==> src/rtl/mips_ctrl_pkg.sv <==
// Shared encodings for the multicycle MIPS controller and the datapath:
// FSM states, opcode/funct values, ALUControl codes and mux selects.
package mips_ctrl_pkg;

  typedef enum logic [3:0] {
    S_IDLE    = 4'd0,
    S_FETCH   = 4'd1,
    S_DECODE  = 4'd2,
    S_MEMADR  = 4'd3,
    S_MEMRD   = 4'd4,
    S_MEMWB   = 4'd5,
    S_MEMWR   = 4'd6,
    S_EXECUTE = 4'd7,
    S_ALUWB   = 4'd8,
    S_BRANCH  = 4'd9,
    S_ADDIEX  = 4'd10,
    S_ADDIWB  = 4'd11,
    S_JUMP    = 4'd12
  } state_t;

  typedef enum logic [1:0] {
    ALUOP_ADD   = 2'b00,
    ALUOP_SUB   = 2'b01,
    ALUOP_FUNCT = 2'b10
  } aluop_t;

  localparam logic [5:0] OP_RTYPE = 6'b000000;
  localparam logic [5:0] OP_LW    = 6'b100011;
  localparam logic [5:0] OP_SW    = 6'b101011;
  localparam logic [5:0] OP_BEQ   = 6'b000100;
  localparam logic [5:0] OP_ADDI  = 6'b001000;
  localparam logic [5:0] OP_J     = 6'b000010;

  localparam logic [5:0] FN_ADD = 6'b100000;
  localparam logic [5:0] FN_SUB = 6'b100010;
  localparam logic [5:0] FN_AND = 6'b100100;
  localparam logic [5:0] FN_OR  = 6'b100101;
  localparam logic [5:0] FN_SLT = 6'b101010;

  localparam logic [2:0] ALU_ADD = 3'b010;
  localparam logic [2:0] ALU_SUB = 3'b110;
  localparam logic [2:0] ALU_AND = 3'b000;
  localparam logic [2:0] ALU_OR  = 3'b001;
  localparam logic [2:0] ALU_SLT = 3'b111;

  localparam logic [1:0] SRCB_REGB    = 2'b00;
  localparam logic [1:0] SRCB_FOUR    = 2'b01;
  localparam logic [1:0] SRCB_IMM     = 2'b10;
  localparam logic [1:0] SRCB_IMM_SH2 = 2'b11;

  localparam logic [1:0] PCSRC_ALURES = 2'b00;
  localparam logic [1:0] PCSRC_ALUOUT = 2'b01;
  localparam logic [1:0] PCSRC_JUMP   = 2'b10;

  // States whose exit edge completes (retires) an instruction.
  function automatic logic is_terminal(input state_t s);
    return (s == S_MEMWB) || (s == S_MEMWR) || (s == S_ALUWB) ||
           (s == S_BRANCH) || (s == S_ADDIWB) || (s == S_JUMP);
  endfunction

endpackage

==> src/rtl/multicycle_control_unit_alu_decoder.sv <==
// Combinational ALU decoder: ALUOp class plus funct field to ALUControl,
// with a flag telling whether the funct is one the core supports.
module alu_decoder
  import mips_ctrl_pkg::*;
(
  input  aluop_t     alu_op_i,
  input  logic [5:0] funct_i,
  output logic [2:0] alu_control_o,
  output logic       funct_valid_o
);

  logic [2:0] fn_ctl;

  always_comb begin
    fn_ctl        = ALU_ADD;
    funct_valid_o = 1'b1;
    case (funct_i)
      FN_ADD:  fn_ctl = ALU_ADD;
      FN_SUB:  fn_ctl = ALU_SUB;
      FN_AND:  fn_ctl = ALU_AND;
      FN_OR:   fn_ctl = ALU_OR;
      FN_SLT:  fn_ctl = ALU_SLT;
      default: funct_valid_o = 1'b0;
    endcase
  end

  always_comb begin
    alu_control_o = ALU_ADD;
    case (alu_op_i)
      ALUOP_ADD:   alu_control_o = ALU_ADD;
      ALUOP_SUB:   alu_control_o = ALU_SUB;
      ALUOP_FUNCT: alu_control_o = fn_ctl;
      default:     alu_control_o = ALU_ADD;
    endcase
  end

endmodule

==> src/rtl/multicycle_control_unit.sv <==
// Moore controller for the multicycle MIPS core: sequences each instruction,
// counts retired instructions and latches a sticky illegal-instruction flag.
module multicycle_control_unit
  import mips_ctrl_pkg::*;
#(
  parameter int CNT_WIDTH = 32
) (
  input  logic                 Control_Unit_CLK,
  input  logic                 Control_Unit_RST,
  input  logic [5:0]           Opcode,
  input  logic [5:0]           Funct,
  input  logic                 Zero_flag,
  output logic                 IorD,
  output logic                 IRWrite,
  output logic                 PCWrite,
  output logic                 Branch,
  output logic                 MemWrite,
  output logic                 RegWrite,
  output logic                 RegDst,
  output logic                 MemtoReg,
  output logic                 ALUSrcA,
  output logic [1:0]           ALUSrcB,
  output logic [1:0]           PCSrc,
  output logic [2:0]           ALUControl,
  output logic                 PCEn,
  output logic                 Illegal_Op,
  output logic [CNT_WIDTH-1:0] Instr_Retired,
  output logic [3:0]           State_dbg
);

  state_t               state_q, state_d;
  logic [5:0]           opcode_q, opcode_d;
  logic [5:0]           funct_q, funct_d;
  logic                 illegal_q, illegal_d;
  logic [CNT_WIDTH-1:0] retired_q, retired_d;

  aluop_t     alu_op;
  logic       alu_en;
  logic [5:0] dec_funct;
  logic [2:0] dec_ctl;
  logic       funct_valid;

  // Live funct is only looked at in DECODE; later states use the latched copy.
  assign dec_funct = (state_q == S_DECODE) ? Funct : funct_q;

  alu_decoder u_alu_dec (
    .alu_op_i      (alu_op),
    .funct_i       (dec_funct),
    .alu_control_o (dec_ctl),
    .funct_valid_o (funct_valid)
  );

  always_ff @(posedge Control_Unit_CLK or posedge Control_Unit_RST) begin
    if (Control_Unit_RST) begin
      state_q   <= S_IDLE;
      opcode_q  <= '0;
      funct_q   <= '0;
      illegal_q <= 1'b0;
      retired_q <= '0;
    end else begin
      state_q   <= state_d;
      opcode_q  <= opcode_d;
      funct_q   <= funct_d;
      illegal_q <= illegal_d;
      retired_q <= retired_d;
    end
  end

  always_comb begin
    state_d   = state_q;
    opcode_d  = opcode_q;
    funct_d   = funct_q;
    illegal_d = illegal_q;
    retired_d = retired_q;
    case (state_q)
      S_IDLE:   state_d = S_FETCH;
      S_FETCH:  state_d = S_DECODE;
      S_DECODE: begin
        opcode_d = Opcode;
        funct_d  = Funct;
        case (Opcode)
          OP_LW, OP_SW: state_d = S_MEMADR;
          OP_RTYPE: begin
            if (funct_valid) begin
              state_d = S_EXECUTE;
            end else begin
              state_d   = S_FETCH;
              illegal_d = 1'b1;
            end
          end
          OP_BEQ:  state_d = S_BRANCH;
          OP_ADDI: state_d = S_ADDIEX;
          OP_J:    state_d = S_JUMP;
          default: begin
            state_d   = S_FETCH;
            illegal_d = 1'b1;
          end
        endcase
      end
      S_MEMADR:  state_d = (opcode_q == OP_LW) ? S_MEMRD : S_MEMWR;
      S_MEMRD:   state_d = S_MEMWB;
      S_EXECUTE: state_d = S_ALUWB;
      S_ADDIEX:  state_d = S_ADDIWB;
      S_MEMWB, S_MEMWR, S_ALUWB, S_BRANCH, S_ADDIWB, S_JUMP: state_d = S_FETCH;
      default:   state_d = S_IDLE;
    endcase
    if (is_terminal(state_q)) begin
      retired_d = retired_q + CNT_WIDTH'(1);
    end
  end

  // Outputs depend on state only, so reset forces IDLE values immediately.
  always_comb begin
    IorD     = 1'b0;
    IRWrite  = 1'b0;
    PCWrite  = 1'b0;
    Branch   = 1'b0;
    MemWrite = 1'b0;
    RegWrite = 1'b0;
    RegDst   = 1'b0;
    MemtoReg = 1'b0;
    ALUSrcA  = 1'b0;
    ALUSrcB  = SRCB_REGB;
    PCSrc    = PCSRC_ALURES;
    alu_op   = ALUOP_ADD;
    alu_en   = 1'b0;
    case (state_q)
      S_IDLE: alu_en = 1'b1;
      S_FETCH: begin
        IRWrite = 1'b1;
        PCWrite = 1'b1;
        ALUSrcB = SRCB_FOUR;
        alu_en  = 1'b1;
      end
      S_DECODE: begin
        ALUSrcB = SRCB_IMM_SH2;
        alu_en  = 1'b1;
      end
      S_MEMADR, S_ADDIEX: begin
        ALUSrcA = 1'b1;
        ALUSrcB = SRCB_IMM;
        alu_en  = 1'b1;
      end
      S_MEMRD: IorD = 1'b1;
      S_MEMWB: begin
        MemtoReg = 1'b1;
        RegWrite = 1'b1;
      end
      S_MEMWR: begin
        IorD     = 1'b1;
        MemWrite = 1'b1;
      end
      S_EXECUTE: begin
        ALUSrcA = 1'b1;
        alu_op  = ALUOP_FUNCT;
        alu_en  = 1'b1;
      end
      S_ALUWB: begin
        RegDst   = 1'b1;
        RegWrite = 1'b1;
      end
      S_BRANCH: begin
        ALUSrcA = 1'b1;
        alu_op  = ALUOP_SUB;
        alu_en  = 1'b1;
        PCSrc   = PCSRC_ALUOUT;
        Branch  = 1'b1;
      end
      S_ADDIWB: RegWrite = 1'b1;
      S_JUMP: begin
        PCSrc   = PCSRC_JUMP;
        PCWrite = 1'b1;
      end
      default: ;
    endcase
  end

  assign ALUControl    = alu_en ? dec_ctl : 3'b000;
  assign PCEn          = PCWrite | (Branch & Zero_flag);
  assign Illegal_Op    = illegal_q;
  assign Instr_Retired = retired_q;
  assign State_dbg     = state_q;

endmodule

==> config.mk <==
export PLATFORM = sky130hd
export DESIGN_NAME = multicycle_control_unit
export DESIGN_NICKNAME = d
export VERILOG_FILES = /design/src/rtl/mips_ctrl_pkg.sv /design/src/rtl/multicycle_control_unit_alu_decoder.sv /design/src/rtl/multicycle_control_unit.sv
export SDC_FILE = /design/constraint.sdc
export NUM_CORES = 1
export LEC_CHECK = 0
export BUFFER_PORTS_ARGS = -buffer_cell sky130_fd_sc_hd__buf_2
export CELL_PAD_IN_SITES_DETAIL_PLACEMENT = 1
export CELL_PAD_IN_SITES_GLOBAL_PLACEMENT = 2
export CORE_ASPECT_RATIO = 0.8
export CORE_MARGIN = 5
export CORE_UTILIZATION = 35
export DETAILED_ROUTE_END_ITERATION = 12
export PLACE_DENSITY_LB_ADDON = 0.1
export REMOVE_ABC_BUFFERS = 1
export SLEW_MARGIN = 10
export SYNTH_ARGS = -nofsm -noshare
export SYNTH_HDL_FRONTEND = slang
export SYNTH_HIERARCHICAL = 1
export SYNTH_SLANG_ARGS = --single-unit
==> constraint.sdc <==
create_clock -name Control_Unit_CLK -period 7.5 [get_ports Control_Unit_CLK]
set_input_delay 2.25 -clock Control_Unit_CLK [delete_from_list [all_inputs] [get_ports Control_Unit_CLK]]
set_output_delay 2.25 -clock Control_Unit_CLK [all_outputs]
set_load 0.1 [all_outputs]
**Word-level counts from Yosys, hierarchy flattened**

Cells that the tools add are included.

- Flip-flop bits (word level): 49
- Bits in latches: 0
- Bits in writable memories: 0
- Memory bits (read-only): 0
- Logic and storage cells: 77
- Memories kept: 0

- Add/sub/neg operators: 1
- $mul: 0
- Divide/modulo/power cells: 0
- Magnitude comparators: 0
- Equality and inequality tests: 26
- Shift operators: 0
- Muxes and demuxes: 24
- Bitwise logic cells: 3
- Reduce and logical (&&, ||, !) cells: 18

Operators by type and width:

| kind | count |
|---|---|
| $eq 6x6->1 const B | 8 |
| $add 32x1->32 const B | 1 |
| $pmux 4 s7 | 1 |
| $eq 4x4->1 const B | 5 |
| $pmux 4 s5 | 1 |
| $eq 4x3->1 const B | 4 |
| $reduce_or 7->1 | 2 |
| $mux 1 | 12 |
| $pmux 3 s4 | 1 |
| $reduce_or 5->1 | 2 |
| $eq 4x2->1 const B | 2 |
| $pmux 2 s2 | 2 |
| $reduce_or 2->1 | 4 |
| $eq 6x2->1 const B | 1 |
| $eq 6x3->1 const B | 1 |
| $eq 6x4->1 const B | 1 |
| $logic_not 6->1 | 1 |
| $mux 3 | 2 |
| $mux 6 | 1 |
| $pmux 2 s3 | 1 |
| $pmux 3 s2 | 1 |
| $logic_or 1x1->1 | 5 |
| $eq 4x1->1 const B | 1 |
| $logic_not 4->1 | 1 |
| other kinds (11) | 11 |

**Longest topological paths before layout**

Gate-level depths: netlist of run 1.

- Depth after elaboration: 8
- Depth in mapped cells: 11
- Mapped depth without buffers: 9

**By module**

Netlist of run 1, hierarchy kept.

By module, submodules not included:

| module | instances | cells an instance | area each (µm²) | seq. area each (µm²) |
|---|---|---|---|---|
| multicycle_control_unit | 1 | 252 | 2612.5 | 1226.2 |
| alu_decoder | 1 | 18 | 167.7 | 0.0 |

**Least setup slack after synthesis of run 1**

OpenSTA, ideal clock, no wires.

- Path kind: register -> output
- Start: reg state_q[0] (netlist: State_dbg[0])
- End: out PCEn
- Data arrival time: 4.851 ns
- Data required time: 5.250 ns
- Path slack: 0.399 ns
- Stages on the path, launching flop included: 6
- Path through: dfrtp_1 > buf_2 > nand2b_1 > nor3_1 > or2_2 > a21o_1

- Cells in the longest elaborated chain, start to end: 4
- Elaborated cells on any way between the ends: 8

Ends and longest elaborated chain:

| element | RTL line | RTL |
|---|---|---|
| start, declared | multicycle_control_unit.sv:31 | `state_t state_q, state_d;` |
| start signal, assigned | multicycle_control_unit.sv:61 | `state_q <= state_d;` |
| $eq 4x4->1 / $eq 4x1->1 (equally long branches) | multicycle_control_unit.sv:127 | `case (state_q)` |
| $reduce_or 2->1 (no line) (*) | - |  |
| $mux 1 (*) | multicycle_control_unit.sv:127 |  |
| named net PCWrite | multicycle_control_unit.sv:15 | `output logic PCWrite,` |
| $or 1x1->1 (*) | multicycle_control_unit.sv:179 | `assign PCEn = PCWrite \| (Branch & Zero_flag);` |
| end, declared | multicycle_control_unit.sv:25 | `output logic PCEn,` |

Mark *: on every way through the listed nets, which the timed path passes. The rest lies on a longest branch.

**Worst setup path after layout of run 1**

- Start: in Funct[0]
- End: out ALUControl[2]

- Cells in the longest elaborated chain, start to end: 5
- Elaborated cells on any way between the ends: 8

Ends and longest elaborated chain:

| element | RTL line | RTL |
|---|---|---|
| start, declared | multicycle_control_unit.sv:11 | `input logic [5:0] Funct,` |
| $mux 6 (*) | - |  |
| named net dec_funct[0] | multicycle_control_unit.sv:39 | `logic [5:0] dec_funct;` |
| $eq 6x6->1 | multicycle_control_unit_alu_decoder.sv:17 | `case (funct_i)` |
| $pmux 3 s4 (*) | multicycle_control_unit_alu_decoder.sv:17 |  |
| $pmux 3 s2 (*) | multicycle_control_unit_alu_decoder.sv:29 | `case (alu_op_i)` |
| named net dec_ctl[2] | multicycle_control_unit.sv:40 | `logic [2:0] dec_ctl;` |
| $mux 3 (*) | multicycle_control_unit.sv:178 | `assign ALUControl = alu_en ? dec_ctl : 3'b000;` |
| end, declared | multicycle_control_unit.sv:24 | `output logic [2:0] ALUControl,` |

Marks and branches as above.

==> results of run 1 <==
## cells in the final DEF, fill, tap and decap left out, types with 7 or more instances in the layout
| master | count |
|---|---|
| buf_2 | 68 |
| nand3_1 | 12 |
| mux2_2 | 13 |
| a21oi_1 | 7 |
| nor4_1 | 7 |
| xor2_1 | 29 |
| nor2_1 | 14 |
| dfrtp_1 | 49 |
| inv_1 | 10 |
| nor3_1 | 18 |
| nand2_1 | 15 |
## through the flow
stage | TNS (ns) | setup slack (ns) | power [mW]
5_1_grt | 0 | 1.52 | 1.44
6_report | 0 | 1.57 | 1.36
3_3_place_gp | 0 | 1.59 | 1.21
4_1_cts | 0 | 1.56 | 1.38
3_5_place_dp | 0 | 1.57 | 1.22
2_1_floorplan | -1.10 | -0.417 | 1.06
## report_power, final
part	internal, mW	total (mW)	switching (mW)
clock network	0.0647	0.160	0.0949
registers	0.320	0.395	0.0746
logic	0.191	0.808	0.617
total	0.576	1.36	0.786
## flip-flops by register name, indices dropped and copies added, names as in the netlist
signal         cells
Illegal_Op         1
Instr_Retired     32
State_dbg          4
funct_q            6
opcode_q           6
## routing by layer
metal / share of wire / wire length, um / vias up / global-route usage
met2: 0.42 / 2990 / 34 / 0.206
met1: 0.54 / 3800 / 1111 / 0.230
met3: 0.032 / 228 / 4 / 0.0294
met5: 0 / 0 / - / 0
li1: - / - / 1091 / -
met4: 0.0059 / 42 / 0 / 0.0249
## cell type report
class | count | area [um^2] | share of cell area
Inverter | 11 | 41.3 | 0.0126
Sequential cell | 49 | 1230 | 0.375
Clock buffer | 5 | 68.8 | 0.0211
Timing Repair Buffer | 70 | 355 | 0.109
Multi-Input combinational cell | 196 | 1420 | 0.436
Clock inverter | 3 | 17.5 | 0.00536
Tap cell | 108 | 135 | 0.0413
## path summary, 6_finish.rpt
kind / startpoint / endpoint / depth (start not counted)
hold reg to reg: Instr_Retired[31] / Instr_Retired[31] / 1
setup / recovery: Funct[0] / ALUControl[2] / 6
max in group asynchronous: Control_Unit_RST / State_dbg[3] / 2
min in group asynchronous: Control_Unit_RST / funct_q[3] / 2
hold / removal: Instr_Retired[31] / Instr_Retired[31] / 1
setup reg to reg: State_dbg[0] / State_dbg[2] / 10
## cells by family after synthesis
family / count (synthesis) / synth area share
mux: 15 / 0.0617
xor+xnor: 34 / 0.107
compound gates: 31 / 0.0806
simple gates: 113 / 0.249
buf+inv: 25 / 0.0468
flops: 49 / 0.441
fa+ha+maj: 3 / 0.0135
## worst register-to-register path, delay by kind of cell (launching register included)
kind,cells,cell delay [ns]
mux,2,0.75
buf+inv,1,0.26
compound gates,2,0.27
flops,1,0.62
simple gates,5,1.17
==> flow_summary_export.csv, run 1 <==
group,metric,value,unit
cts,clkSinkCount,49,
cts,post_cts_buffers,0,
placed_design,place_inst,434,
setup_path,cp-start-kind,"input pin",
cts,cts_tree,"built",
sta,relSlewSlack,0.297,
synth,synth_top_area_frac,0.441,
routing,drtIter0Drc,65,
synth,ys_seq_area_frac,0.441,
setup_path,cp_num_buf_inv,2,
cts,clk_latency,0.30,ns
placed_design,place_area,0.00318,mm^2
placed_design,place.gp.congestion,0.804,
setup_path,path_delay_family,"simple AND/OR/NAND/NOR gates",
sta,setup-violations-final,0,
setup_path,cp_max_fo,5,
setup_path,slowest_stage,"or3b_1",
finish,syn_to_final_growth,17.6,%
floorplan,dieArea,0.00984,mm^2
sta,fin_skew,0.00996,ns
synth,syn-cell-area,0.00278,mm^2
finish,design_area,0.00327,mm^2
pwr,powerDensity,417,mW/mm^2
grt,grt_usage,0.146,
sta,clock.fmax,169,MHz
synth,synthTopCellsByArea,"dfrtp_1 (44%), xor2_1 (9.1%), mux2_2 (5.3%)",
placed_design,hpwl,5.18,mm
routing,wl_per_cell,16.0,um
synth,ys_top_cells_by_count,"dfrtp_1 (49), xor2_1 (29), nor3_1 (18)",
synth,synth_flop_cell,"dfrtp_1",
cts,numCtsBuffers,5,
flow_run,drv_cap,0,
grt,antenna_found_initial,0,
finish,drive_gt1_frac,0.332,
setup_path,end_kind,"output pin",
floorplan,core,0.00784,mm^2
setup_path,path_cells,"buf_2 > mux2_2 > or3b_1 > o22ai_2 > and2_1 > buf_2",
cts,cts_hold_buffers,0,
sta,hold_viol,0,
sta,drv_slew,0,
synth,synth_edf_count,0,
finish,fillers,949,
floorplan,die_h,89.7,um
floorplan,rows,29,
grt,grt_pass1_vias,2201,
sta,grt_setup_unrepaired,"false",
routing,num_vias,2240,
cts,post_cts.resized_instances,0,
setup_path,crit_arrival,3.68,ns
pwr,ir_drop,0.000267,V
routing,first_pass_iters,6,
placed_design,numPortBuffers,68,
sta,min_period,5.93,ns
run_status,outcome,"finished, final reports clean",
routing,ant_nets,0,
synth,ys_warn_count,6,
finish,nets,351,
worst_hold_path,hold_path.class,"flip-flop to flip-flop",
routing,routed_wl,7.06,mm
cts,cts_buffer_depth,2,
grt,grt_overflow,0,
finish,diodes,0,
floorplan,die_w,110,um
sta,post-route-period-util,0.791,
synth,synth_seq_cells,49,
synth,avgSynthCellArea,10.3,um^2
synth,synth_most_common_cell,"dfrtp_1",
setup_path,critical_path_required,5.25,ns
setup_path,path_common_cell,"buf_2",
routing,vias_per_cell,5.07,
synth,syn_inst,270,
grt,grt_max_degree,50,
setup_path,critPathMaxStageDelay,0.41,ns
sta,tightest_slew,1.05,ns
sta,worst_hold_slack,0.473,ns
routing,drc,0,
synth,yosys.area.top_type,"dfrtp_1",
floorplan,ios,69,
synth,synthArstFlopShare,1.00,
cts,cts_root_buffer,"clkbuf_8",
grt,grt_pass1_wl,11.6,mm
cts,htree_levels,2,
floorplan,start_util,0.355,
synth,ys_types,56,
finish,layout.cells.non_filler,442,
pwr,leakagePower,1.62,nW
finish,fin_util,0.417,
cts,path_clk_slew,0.10,ns
setup_path,ff2ff_setup_slack,4.35,ns
setup_path,criticalPathCategory,"input pin to output pin",
Note: power is estimated with default switching activity, not from simulation.
==> inputs of run 2 (changes only) <==
--- a/config.mk
+++ b/config.mk
@@ -5,12 +5,13 @@
 export SDC_FILE = /design/constraint.sdc
 export NUM_CORES = 1
 export LEC_CHECK = 0
+export ABC_AREA = 1
 export BUFFER_PORTS_ARGS = -buffer_cell sky130_fd_sc_hd__buf_2
 export CELL_PAD_IN_SITES_DETAIL_PLACEMENT = 1
 export CELL_PAD_IN_SITES_GLOBAL_PLACEMENT = 2
 export CORE_ASPECT_RATIO = 0.8
 export CORE_MARGIN = 5
-export CORE_UTILIZATION = 35
+export CORE_UTILIZATION = 29
 export DETAILED_ROUTE_END_ITERATION = 12
 export PLACE_DENSITY_LB_ADDON = 0.1
 export REMOVE_ABC_BUFFERS = 1
==> constraint.sdc (replaced) <==
create_clock -name Control_Unit_CLK -period 5.5 [get_ports Control_Unit_CLK]
set_input_delay 1.65 -clock Control_Unit_CLK [delete_from_list [all_inputs] [get_ports Control_Unit_CLK]]
set_output_delay 1.65 -clock Control_Unit_CLK [all_outputs]
set_load 0.1 [all_outputs]
==> flow_summary_export.csv, run 2 <==
group,metric,value,unit
run_status,outcome,"finished, final reports clean",
routing,drtIter0Drc,167,
sta,drv_slew,0,
pwr,total_power,1.86,mW
pwr,ir_drop,0.000290,V
setup_path,cp-start-kind,"flip-flop",
worst_hold_path,hp-start,"funct_q[0]",
setup_path,crit_end,"ALUControl[2]",
grt,antenna_found_initial,0,
cts,cts_hold_buffers,0,
routing,first_pass_iters,4,
synth,yosys.area.top_type,"dfrtp_1",
setup_path,slowest_stage,"nor2_1",
grt,grt_overflow,0,
pwr,leakagePower,2.04,nW
synth,synth_most_common_cell,"nand2_1",
synth,synthArstFlopShare,1.00,
sta,setup-violations-final,0,
setup_path,path_delay_family,"simple AND/OR/NAND/NOR gates",
cts,cts_buffer_depth,2,
setup_path,critPathMaxStageDelay,0.58,ns
sta,post-route-period-util,0.862,
placed_design,numPortBuffers,68,
pwr,powerDensity,486,mW/mm^2
floorplan,start_util,0.296,
floorplan,ios,69,
flow_run,drv_cap,0,
grt,grt_max_degree,50,
cts,htree_levels,2,
pwr,switchingPower,1.06,mW
pwr,comb_power_share,0.550,
sta,relSlewSlack,0.491,
setup_path,criticalPathCategory,"flip-flop to output pin",
sta,hold_viol,0,
routing,num_vias,3255,
sta,tightest_slew,0.760,ns
synth,synth_edf_count,0,
setup_path,end_kind,"output pin",
routing,routed_wl,9.93,mm
setup_path,r2r-end,"State_dbg[2]",
floorplan,core,0.0108,mm^2
pwr,pwr-share-seq,0.260,
cts,numCtsBuffers,5,
pwr,p_clk_frac,0.190,
setup_path,crit_cells,14,
cts,post_cts_buffers,0,
setup_path,path_common_cell,"nand2_1",
setup_path,cp_max_fo,18,
sta,fin_skew,0.00808,ns
finish,design_area,0.00384,mm^2
setup_path,rr_worst_depth,12,
synth,synth_flop_cell,"dfrtp_1",
cts,cts_root_buffer,"clkbuf_16",
cts,cts_tree,"built",
floorplan,rows,34,
setup_path,crit_start,"State_dbg[2]",
routing,drc,0,
finish,diodes,0,
sta,grt_setup_unrepaired,"false",
cts,clk_latency,0.30,ns
placed_design,place_area,0.00368,mm^2
setup_path,critical_path_required,3.85,ns
cts,clkSinkCount,49,
synth,synth_seq_cells,49,
setup_path,ff2ff_setup_slack,2.64,ns
setup_path,cp_num_buf_inv,5,
pwr,swShare,0.567,
floorplan,die_w,128,um
sta,clock.fmax,211,MHz
finish,fin_util,0.354,
setup_path,timing.rr.start,"State_dbg[2]",
floorplan,die_h,104,um
synth,avgSynthCellArea,6.34,um^2
cts,path_clk_slew,0.07,ns
setup_path,path_cells,"nor2_1 > inv_1 > nor2_1 > inv_2 > nand2_1 > nand2_1 > inv_1 > nand2_1 > nor2_2 > nand2_1 > o21ai_1 > inv_1 > nor2_1 > buf_2",
finish,syn_to_final_growth,19.7,%
finish,layout_common_cells,"nand2_1 (201), nor2_1 (76), inv_1 (69), buf_2 (68), dfrtp_1 (49)",
setup_path,crit_arrival,3.09,ns
pwr,cellInternalPower,0.808,mW
synth,ys_warn_count,6,
sta,min_period,4.74,ns
placed_design,hpwl,7.82,mm
finish,drive_gt1_frac,0.167,
routing,wl_per_cell,13.8,um
synth,ys_top_cells_by_count,"nand2_1 (201), nor2_1 (76), inv_1 (70)",
grt,grt_usage,0.159,
finish,nets,592,
synth,synth_top_area_frac,0.382,
placed_design,place.gp.congestion,0.768,
routing,ant_nets,0,
worst_hold_path,hold_path.class,"flip-flop to flip-flop",
finish,largest_reg_flops,32,
grt,grt_pass1_vias,3366,
synth,syn-cell-area,0.00321,mm^2
finish,final_common_cell,"nand2_1",
synth,ys_seq_area_frac,0.382,
routing,vias_per_cell,4.53,
grt,grt_pass1_wl,17.2,mm
synth,syn_inst,506,
synth,ys_types,26,
synth,synthTopCellsByArea,"dfrtp_1 (38%), nand2_1 (24%), nor2_1 (8.9%)",
cts,post_cts.resized_instances,0,
floorplan,dieArea,0.0133,mm^2
[run 2: cell count changes after synthesis, moves of 5 or more]
cell / change
inv_2: +8
inv_1: +59
xor2_1: -21
nor2_2: +5
nand3_1: +17
nor2_1: +62
and2_1: -5
o21ai_0: +12
mux2_2: -13
nand2_1: +186
a21oi_1: -5
nor3_1: -16
nor4_1: -7
[run 2: worst min-delay path by stage]
stage | end | slack, ns | cells after the start
after floorplan | funct_q[0] | 0.44 | 2
after global placement | Illegal_Op | 0.45 | 2
after detailed placement | funct_q[2] | 0.47 | 2
after CTS | funct_q[2] | 0.49 | 2
after global routing | funct_q[2] | 0.50 | 2
final | funct_q[0] | 0.48 | 2
[run 2: routing by layer]
metal	global-route usage	part of all wire	routed length, um	vias to the layer above
li1	-	-	-	1666
met1	0.240	0.54	5390	1533
met2	0.233	0.41	4090	50
met3	0.0293	0.036	355	6
met4	0.0341	0.0094	93	0
met5	0	0	0	-
[run 2: area by class of cell]
cell class | count | area, um^2
Sequential cell | 49 | 1230
Tap cell | 144 | 180
Fill cell | 1464 | 7010
Clock inverter | 2 | 35.0
Clock buffer | 5 | 125
Multi-Input combinational cell | 370 | 1620
Inverter | 78 | 293
Timing Repair Buffer | 70 | 355
[run 2: cells by family after synthesis]
logic type / share of synthesized area
DFF: 0.382
and+or+nand+nor: 0.429
AOI/OAI and AO/OA: 0.0406
xor gates and xnor gates: 0.0246
buffers and inverters: 0.112
adders and majority gates: 0.0117
[run 2: worst min-delay path: cells and delay by family, from the launching register on]
family	cells	cell delay, ns
flops	1	0.33
simple gates	2	0.12
[run 2: through the flow]
step | instances | setup slack (ns) | hold WS, ns | setup TNS [ns]
after floorplan | 497 | -0.786 | 0.438 | -2.13
after global placement | 711 | 0.996 | 0.454 | 0
after detailed placement | 711 | 0.978 | 0.469 | 0
after CTS | 718 | 0.713 | 0.487 | 0
after global routing | 718 | 0.371 | 0.500 | 0
final | 718 | 0.759 | 0.480 | 0
[run 2: power groups by stage]
stage / registers, mW / clock network [mW] / logic, mW
after floorplan: 0.653 / 0 / 0.670
after global placement: 0.490 / 0 / 1.03
after detailed placement: 0.492 / 0 / 1.04
after CTS: 0.486 / 0.368 / 1.04
after global routing: 0.496 / 0.384 / 1.11
final: 0.485 / 0.354 / 1.03
